==> src/rtl/serial_demux8_if.sv <==
`default_nettype none
// ============================================================================
//  Module   : serial_demux8_if
//  Brief    : Serial-in / word-out bundle for the 1:N deserializer.
//             slave  = deserializer side, master = link source + consumer side.
//  Revision : 1.0  initial release
// ============================================================================
interface serial_demux8_if #(
  parameter int N     = 8,
  parameter int SEL_W = $clog2(N)
);
  logic             clear;
  logic             din;
  logic             din_valid;
  logic             din_ready;
  logic [SEL_W-1:0] sel;
  logic [N-1:0]     dout;
  logic             dout_valid;
  logic             dout_ready;

  modport slave (
    input  clear, din, din_valid, dout_ready,
    output din_ready, sel, dout, dout_valid
  );

  modport master (
    output clear, din, din_valid, dout_ready,
    input  din_ready, sel, dout, dout_valid
  );
endinterface
`default_nettype wire

==> src/rtl/serial_demux8.sv <==
`default_nettype none
// ============================================================================
//  Module   : serial_demux8
//  Brief    : 1:N serial deserializer. Accepted bits fill slots 0..N-1 of an
//             assembly word LSB-first; each completed word is held in a
//             valid/ready output register until consumed.
//  Revision : 1.0  initial release
// ============================================================================
module serial_demux8 #(
  parameter int N     = 8,
  parameter int SEL_W = $clog2(N)
) (
  input  logic            clk,
  input  logic            rst_n,
  serial_demux8_if.slave  bus
);

  localparam logic [SEL_W-1:0] C_SEL_LAST = SEL_W'(N - 1);

  // Slot N-1 never needs storage: the completing bit goes straight into dout.
  logic [SEL_W-1:0] sel_q, sel_d;
  logic [N-2:0]     asm_q, asm_d;
  logic [N-1:0]     dout_q, dout_d;
  logic             valid_q, valid_d;

  logic w_last;
  logic w_din_ready;
  logic w_accept;
  logic w_consume;

  assign w_last      = (sel_q == C_SEL_LAST);
  // Only the completing bit stalls, and only while an unconsumed word is
  // still waiting; clear always refuses the bit it overrides.
  assign w_din_ready = !bus.clear && !(w_last && valid_q && !bus.dout_ready);
  assign w_accept    = bus.din_valid && w_din_ready;
  assign w_consume   = valid_q && bus.dout_ready;

  // Next-state: slot steering, word completion, output handshake, clear.
  always_comb begin
    sel_d   = sel_q;
    asm_d   = asm_q;
    dout_d  = dout_q;
    valid_d = valid_q;

    if (w_consume) begin
      valid_d = 1'b0;
    end

    if (bus.clear) begin
      sel_d = '0;
      asm_d = '0;
    end else if (w_accept) begin
      if (w_last) begin
        // Completion overrides a same-edge consume so there is no bubble.
        dout_d  = {bus.din, asm_q};
        valid_d = 1'b1;
        asm_d   = '0;
        sel_d   = '0;
      end else begin
        asm_d[sel_q] = bus.din;
        sel_d        = sel_q + SEL_W'(1);
      end
    end
  end

  // State registers with asynchronous active-low reset.
  always_ff @(posedge clk or negedge rst_n) begin
    if (!rst_n) begin
      sel_q   <= '0;
      asm_q   <= '0;
      dout_q  <= '0;
      valid_q <= 1'b0;
    end else begin
      sel_q   <= sel_d;
      asm_q   <= asm_d;
      dout_q  <= dout_d;
      valid_q <= valid_d;
    end
  end

  assign bus.din_ready  = w_din_ready;
  assign bus.sel        = sel_q;
  assign bus.dout       = dout_q;
  assign bus.dout_valid = valid_q;

endmodule
`default_nettype wire

==> src/flat_wrapper.sv <==
// flat-port wrapper written by rule: the top's interface ports become plain ports
module serial_demux8_flat 
#(
  parameter int N     = 8,
  parameter int SEL_W = $clog2(N)
)
  (clk, rst_n, bus_clear, bus_din, bus_din_valid, bus_dout_ready, bus_din_ready, bus_sel, bus_dout, bus_dout_valid);
  serial_demux8_if #(.N(N), .SEL_W(SEL_W)) bus_i ();
  input  logic clk;
  input  logic rst_n;
  input wire logic [$bits(bus_i.clear)-1:0] bus_clear;
  input wire logic [$bits(bus_i.din)-1:0] bus_din;
  input wire logic [$bits(bus_i.din_valid)-1:0] bus_din_valid;
  input wire logic [$bits(bus_i.dout_ready)-1:0] bus_dout_ready;
  output wire logic [$bits(bus_i.din_ready)-1:0] bus_din_ready;
  output wire logic [$bits(bus_i.sel)-1:0] bus_sel;
  output wire logic [$bits(bus_i.dout)-1:0] bus_dout;
  output wire logic [$bits(bus_i.dout_valid)-1:0] bus_dout_valid;
  assign bus_i.clear = bus_clear;
  assign bus_i.din = bus_din;
  assign bus_i.din_valid = bus_din_valid;
  assign bus_i.dout_ready = bus_dout_ready;
  assign bus_din_ready = bus_i.din_ready;
  assign bus_sel = bus_i.sel;
  assign bus_dout = bus_i.dout;
  assign bus_dout_valid = bus_i.dout_valid;
  serial_demux8 #(.N(N), .SEL_W(SEL_W)) u_core (.clk(clk), .rst_n(rst_n), .bus(bus_i));
endmodule
==> config.mk <==
export PLATFORM = sky130hd
export DESIGN_NAME = serial_demux8_flat
export DESIGN_NICKNAME = d
export VERILOG_FILES = /design/src/rtl/serial_demux8_if.sv /design/src/rtl/serial_demux8.sv /design/src/flat_wrapper.sv
export SDC_FILE = /design/constraint.sdc
export NUM_CORES = 1
export LEC_CHECK = 0
export ABC_AREA = 0
export ABC_CLOCK_PERIOD_IN_PS = 4400
export CAP_MARGIN = 30
export CORE_MARGIN = 2
export CORE_UTILIZATION = 53
export DETAILED_ROUTE_END_ITERATION = 7
export GPL_TIMING_DRIVEN = 1
export PLACE_DENSITY = 0.88
export SYNTH_ARGS = -nofsm -noshare
export SYNTH_HDL_FRONTEND = slang
export SYNTH_SLANG_ARGS = --single-unit
export TNS_END_PERCENT = 100
==> constraint.sdc <==
create_clock -name clk -period 4.4 [get_ports clk]
set_clock_uncertainty 0.05 [all_clocks]
set_input_delay 1.1 -clock clk [delete_from_list [all_inputs] [get_ports clk]]
set_output_delay 1.1 -clock clk [all_outputs]
set_load 0.01 [all_outputs]
=== After elaboration in Yosys (flattened, before gate mapping) ===
Index checks and enable logic that the tools add are counted.
Widths: inputs -> output; s select.

* Register bits after elaboration: 19
* Output and inout bits: 13
* Word-level logic and storage cells: 33

* $add $sub $neg: 1
* Magnitude comparators: 2
* Eq/ne operators: 1
* Multiplexer cells: 13
* Bitwise gates (word level): 1
* Reductions and logical operators: 11

{| class="wikitable"
|+ Operator list
! cell !! count
|-
| $mux 7 || 3
|-
| $mux 3 || 3
|-
| $bwmux 7 || 1
|-
| $logic_and 1x1->1 || 6
|-
| $mux 1 || 5
|-
| $lt 3x4->1 const B || 1
|-
| $add 3x1->3 const B || 1
|-
| $demux 1 s3 || 1
|-
| $eq 3x3->1 const B || 1
|-
| $ge 3x1->1 const B || 1
|-
| $logic_not 1->1 || 3
|-
| $reduce_and 3->1 || 1
|-
| $reduce_bool 2->1 || 1
|-
| $not 1->1 || 1
|}

=== Logic depth before layout (Yosys ltp) ===
* Depth in word-level cells: 8
* Depth in mapped cells: 6
* Depth with buffers taken out: 5

=== Worst setup path after synthesis ===
No wires, ideal clock.

* Kind: input to output
* Start point: input bus_dout_ready
* End point: output bus_din_ready
* Data arrival time: 1.371 ns
* Slack: 1.879 ns
* Stages: 2
* Path buffers: 0
* Path through: nor2b_1 -> a21oi_1

* Word-level cells in the longest chain between the ends: 4

{| class="wikitable"
|+ Ends and longest elaborated chain
! item !! line !! RTL
|-
| start: declaration || flat_wrapper.sv:14 || <nowiki>input wire logic [$bits(bus_i.dout_ready)-1:0] bus_dout_ready;</nowiki>
|-
| $logic_not 1->1 || serial_demux8.sv:34 || <nowiki>assign w_din_ready = !bus.clear && !(w_last && valid_q && !bus.dout_ready);</nowiki>
|-
| $logic_and 1x1->1 || serial_demux8.sv:34 ||
|-
| $logic_not 1->1 || serial_demux8.sv:34 ||
|-
| $logic_and 1x1->1 || serial_demux8.sv:34 ||
|-
| end: declaration || flat_wrapper.sv:15 || <nowiki>output wire logic [$bits(bus_i.din_ready)-1:0] bus_din_ready;</nowiki>
|}

Every way passes these cells.

=== Worst setup path in the final report ===
Ends and elaborated chain as after synthesis.

==> metrics.md <==
| Metric | Value |
|---|---|
| First-pass GRT wire length | `2704 um` |
| R2R Setup Slk | `2390 ps` |
| Antenna Nets Post-Route | `0` |
| Final WL | `1694 um` |
| DRC violations left | `0` |
| # fillers | `130` |
| DPL Wire Length | `1180 um` |
| Endpoints failing setup | `0` |
| CP Data Arrival Time | `2340 ps` |
| # port buffers | `18` |
| Fin util | `66.44%` |
| Starting Density | `54.89%` |
| Mapped Nets | `83` |
| Clock buffer depth | `2` |
| Hold Crit Start | `u_core.bus.dout[0]` |
| Clock sink total | `19` |
| Htree depth | `1` |
| Worst Setup Start Kind | `input pin` |
| Layout cells sized above 1 | `17.20%` |
| CTS clk-pin slew, worst paths | `90 ps` |
| Hold Path Depth | `1` |
| Diodes inserted | `0` |
| Avg Cell Area, Syn | `12.36 um^2` |
| Fin nets | `102` |
| Worst Hold Path EP | `u_core.bus.dout[0]` |
| P&R area growth vs syn | `21.05%` |
| Vias | `668` |
| Maxcap violations | `0` |
| Number of global-route vias before repair | `629` |
| Worst Path Required | `3250 ps` |
| Die Area | `0.002100 mm^2` |
| Worst R2R Start | `u_core.bus.sel[0]` |
| FP Rows | `15` |
| All-layer global routing usage | `18.47%` |
| Post-synthesis cell type count | `25` |
| Final hold slack | `452.3 ps` |
| Placed inst area | `0.001096 mm^2` |
| First drt pass iteration count | `4` |
| DR iter-0 viols | `12` |
| Register area share after synthesis | `51.28%` |
| Status | `finished clean` |
| Post-Place Cells | `106` |
| Crit Path Category | `in2out` |
| Min cycle time layout | `3492 ps` |
| Commonest non-fill, non-tap cells in the layout | `dfrtp_1, clkdlybuf4s50_1, mux2_2, and3_1, a211o_1` |
| CTS tree | `yes` |
| Total CTS buffers | `3` |
| Commonest non-fill, non-tap cell in the layout | `dfrtp_1` |
| RSZ-0062 raised after global routing | `no` |
| Relative slew margins | `45.66%` |
| Worst-Margin Slew | `812.5 ps` |
| Clk_lat worst skew | `290 ps` |
| Yosys synthesis warning count | `0` |
| CTS root buf | `clkbuf_4` |
| Post-CTS Setup Repair Bufs | `0` |
| Post-synthesis register bit count | `19` |
| Worst R2R Path Depth | `5` |
| Total Neg Setup Slack | `0 ps` |
| Power per Cell Area | `264.2 mW/mm^2` |
| Min-Delay Path Class | `reg2reg` |
| Design area | `0.001122 mm^2` |
| Layout Cells excl Fill | `110` |
| Worst reg2reg endpoint | `u_core.bus.dout[4]` |
| DR vias/cell | `6.073` |
| LEAKAGE | `0.5875 nW` |
| Final Hold Vio Count | `0` |
| Mapped cell area | `927.1 um^2` |
| CP Max Fanout | `3` |
| Achievable clock frequency | `0.2864 GHz` |
| Cts hold-fix bufs | `0` |
| Gp weighted congestion | `0.7227` |
| Post-cts sizing count | `0` |
| Worst VDD drop | `247.1 uV` |
| Pin count of the biggest net entering global routing | `20` |
| Chip width | `45.83 um` |
| Core Area | `0.001689 mm^2` |
| Initial antenna violation count | `0` |
| I/O Pins | `19` |
| Cells after Synth | `75` |
| GR Overflow Total | `0` |
| Max Transition Viols Final | `0` |
| Die height | `45.83 um` |
| Crit. End Element | `output port` |
| Fin crit share | `79.36%` |
| Wire length per cell | `15.40 um` |
==> worst max-delay path by stage <==
stage                    end  cells after the start           start
2_1_floorplan  bus_din_ready                      2  bus_dout_ready
3_3_place_gp   bus_din_ready                      4  bus_dout_ready
3_5_place_dp   bus_din_ready                      4  bus_dout_ready
4_1_cts        bus_din_ready                      4  bus_dout_ready
5_1_grt        bus_din_ready                      4  bus_dout_ready
6_report       bus_din_ready                      4  bus_dout_ready
==> metrics by stage <==
stage	worst slack (ps)	total power (W)
after floorplan	1879	0.0002014
after CTS	909.6	0.0003015
after detailed placement	914.7	0.0002159
after global routing	879.3	0.0003102
after global placement	955.1	0.0002145
final	908.1	0.0002965
==> worst max-delay path, cell delays in order <==
cell             delay [ps]
clkdlybuf4s50_1         470
nor2b_1                  70
a21oi_1                 150
clkdlybuf4s50_1         550
==> routing by layer <==
layer / part of all wire [%] / global-route usage, %
met5: 0 / 0
met3: 4.1 / 2.381
met1: 43 / 24.42
met2: 52 / 29.86
met4: 0.30 / 9.143
==> cell families (layout without fill, tap and decap cells) <==
family	count (synthesis)	count (layout)	synth area share, %
multiplexers	8	8	9.717
flip-flops	19	19	51.28
AO/OA/AOI/OAI	15	15	14.31
buffers and inverters	6	24	4.723
AND/OR/NAND/NOR	25	25	17.27
adder cells (fa/ha/maj)	2	2	2.699
==> power breakdown <==
group | leakage (nW) | switching (W) | internal (W) | total [W]
clock | 0.0150 | 0.0000488 | 0.0000353 | 0.0000841
combinational | 0.309 | 0.0000137 | 0.0000141 | 0.0000278
sequential | 0.263 | 0.00000630 | 0.000178 | 0.000185
==> sequential cells by signal (all words and copies together) (netlist names) <==
signal and cells:
u_core.bus.sel 3, u_core.bus.dout_valid 1, u_core.bus.dout 8, u_core.asm_q 7
==> Yosys cell counts <==
| master | number | area [um^2] |
|---|---|---|
| or2_2 | 1 | 6.260 |
| nor4_1 | 2 | 12.51 |
| nand3b_1 | 4 | 30.03 |
| buf_6 | 2 | 22.52 |
| nor2b_1 | 1 | 6.260 |
| a211o_1 | 7 | 61.31 |
| o21ba_2 | 1 | 10.01 |
| o311a_2 | 2 | 22.52 |
| and3_1 | 7 | 43.79 |
| clkbuf_4 | 1 | 7.510 |
| a32o_1 | 1 | 10.01 |
| buf_2 | 2 | 10.01 |
| dfrtp_1 | 19 | 475.5 |
| a21boi_0 | 1 | 7.510 |
| nor2_1 | 6 | 22.52 |
| inv_1 | 1 | 3.750 |
| mux2_2 | 7 | 78.83 |
| or3b_1 | 2 | 17.52 |
| a21o_1 | 1 | 7.510 |
| nand4bb_1 | 1 | 11.26 |
| mux2_1 | 1 | 11.26 |
| a21oi_2 | 1 | 8.760 |
| nor4bb_1 | 1 | 10.01 |
| a21oi_1 | 1 | 5.000 |
| ha_1 | 2 | 25.02 |
==> final cells by class <==
type,count,area (um^2),share of cell area [%]
Inverter,1,3.754,0.3344
Clock buffer,4,26.28,2.341
Tap cell,17,21.27,1.895
Sequential cell,19,475.5,42.36
Multi-Input combinational cell,50,407.9,36.34
Timing Repair Buffer,19,187.7,16.72
Power figures use the tool's default switching activity.
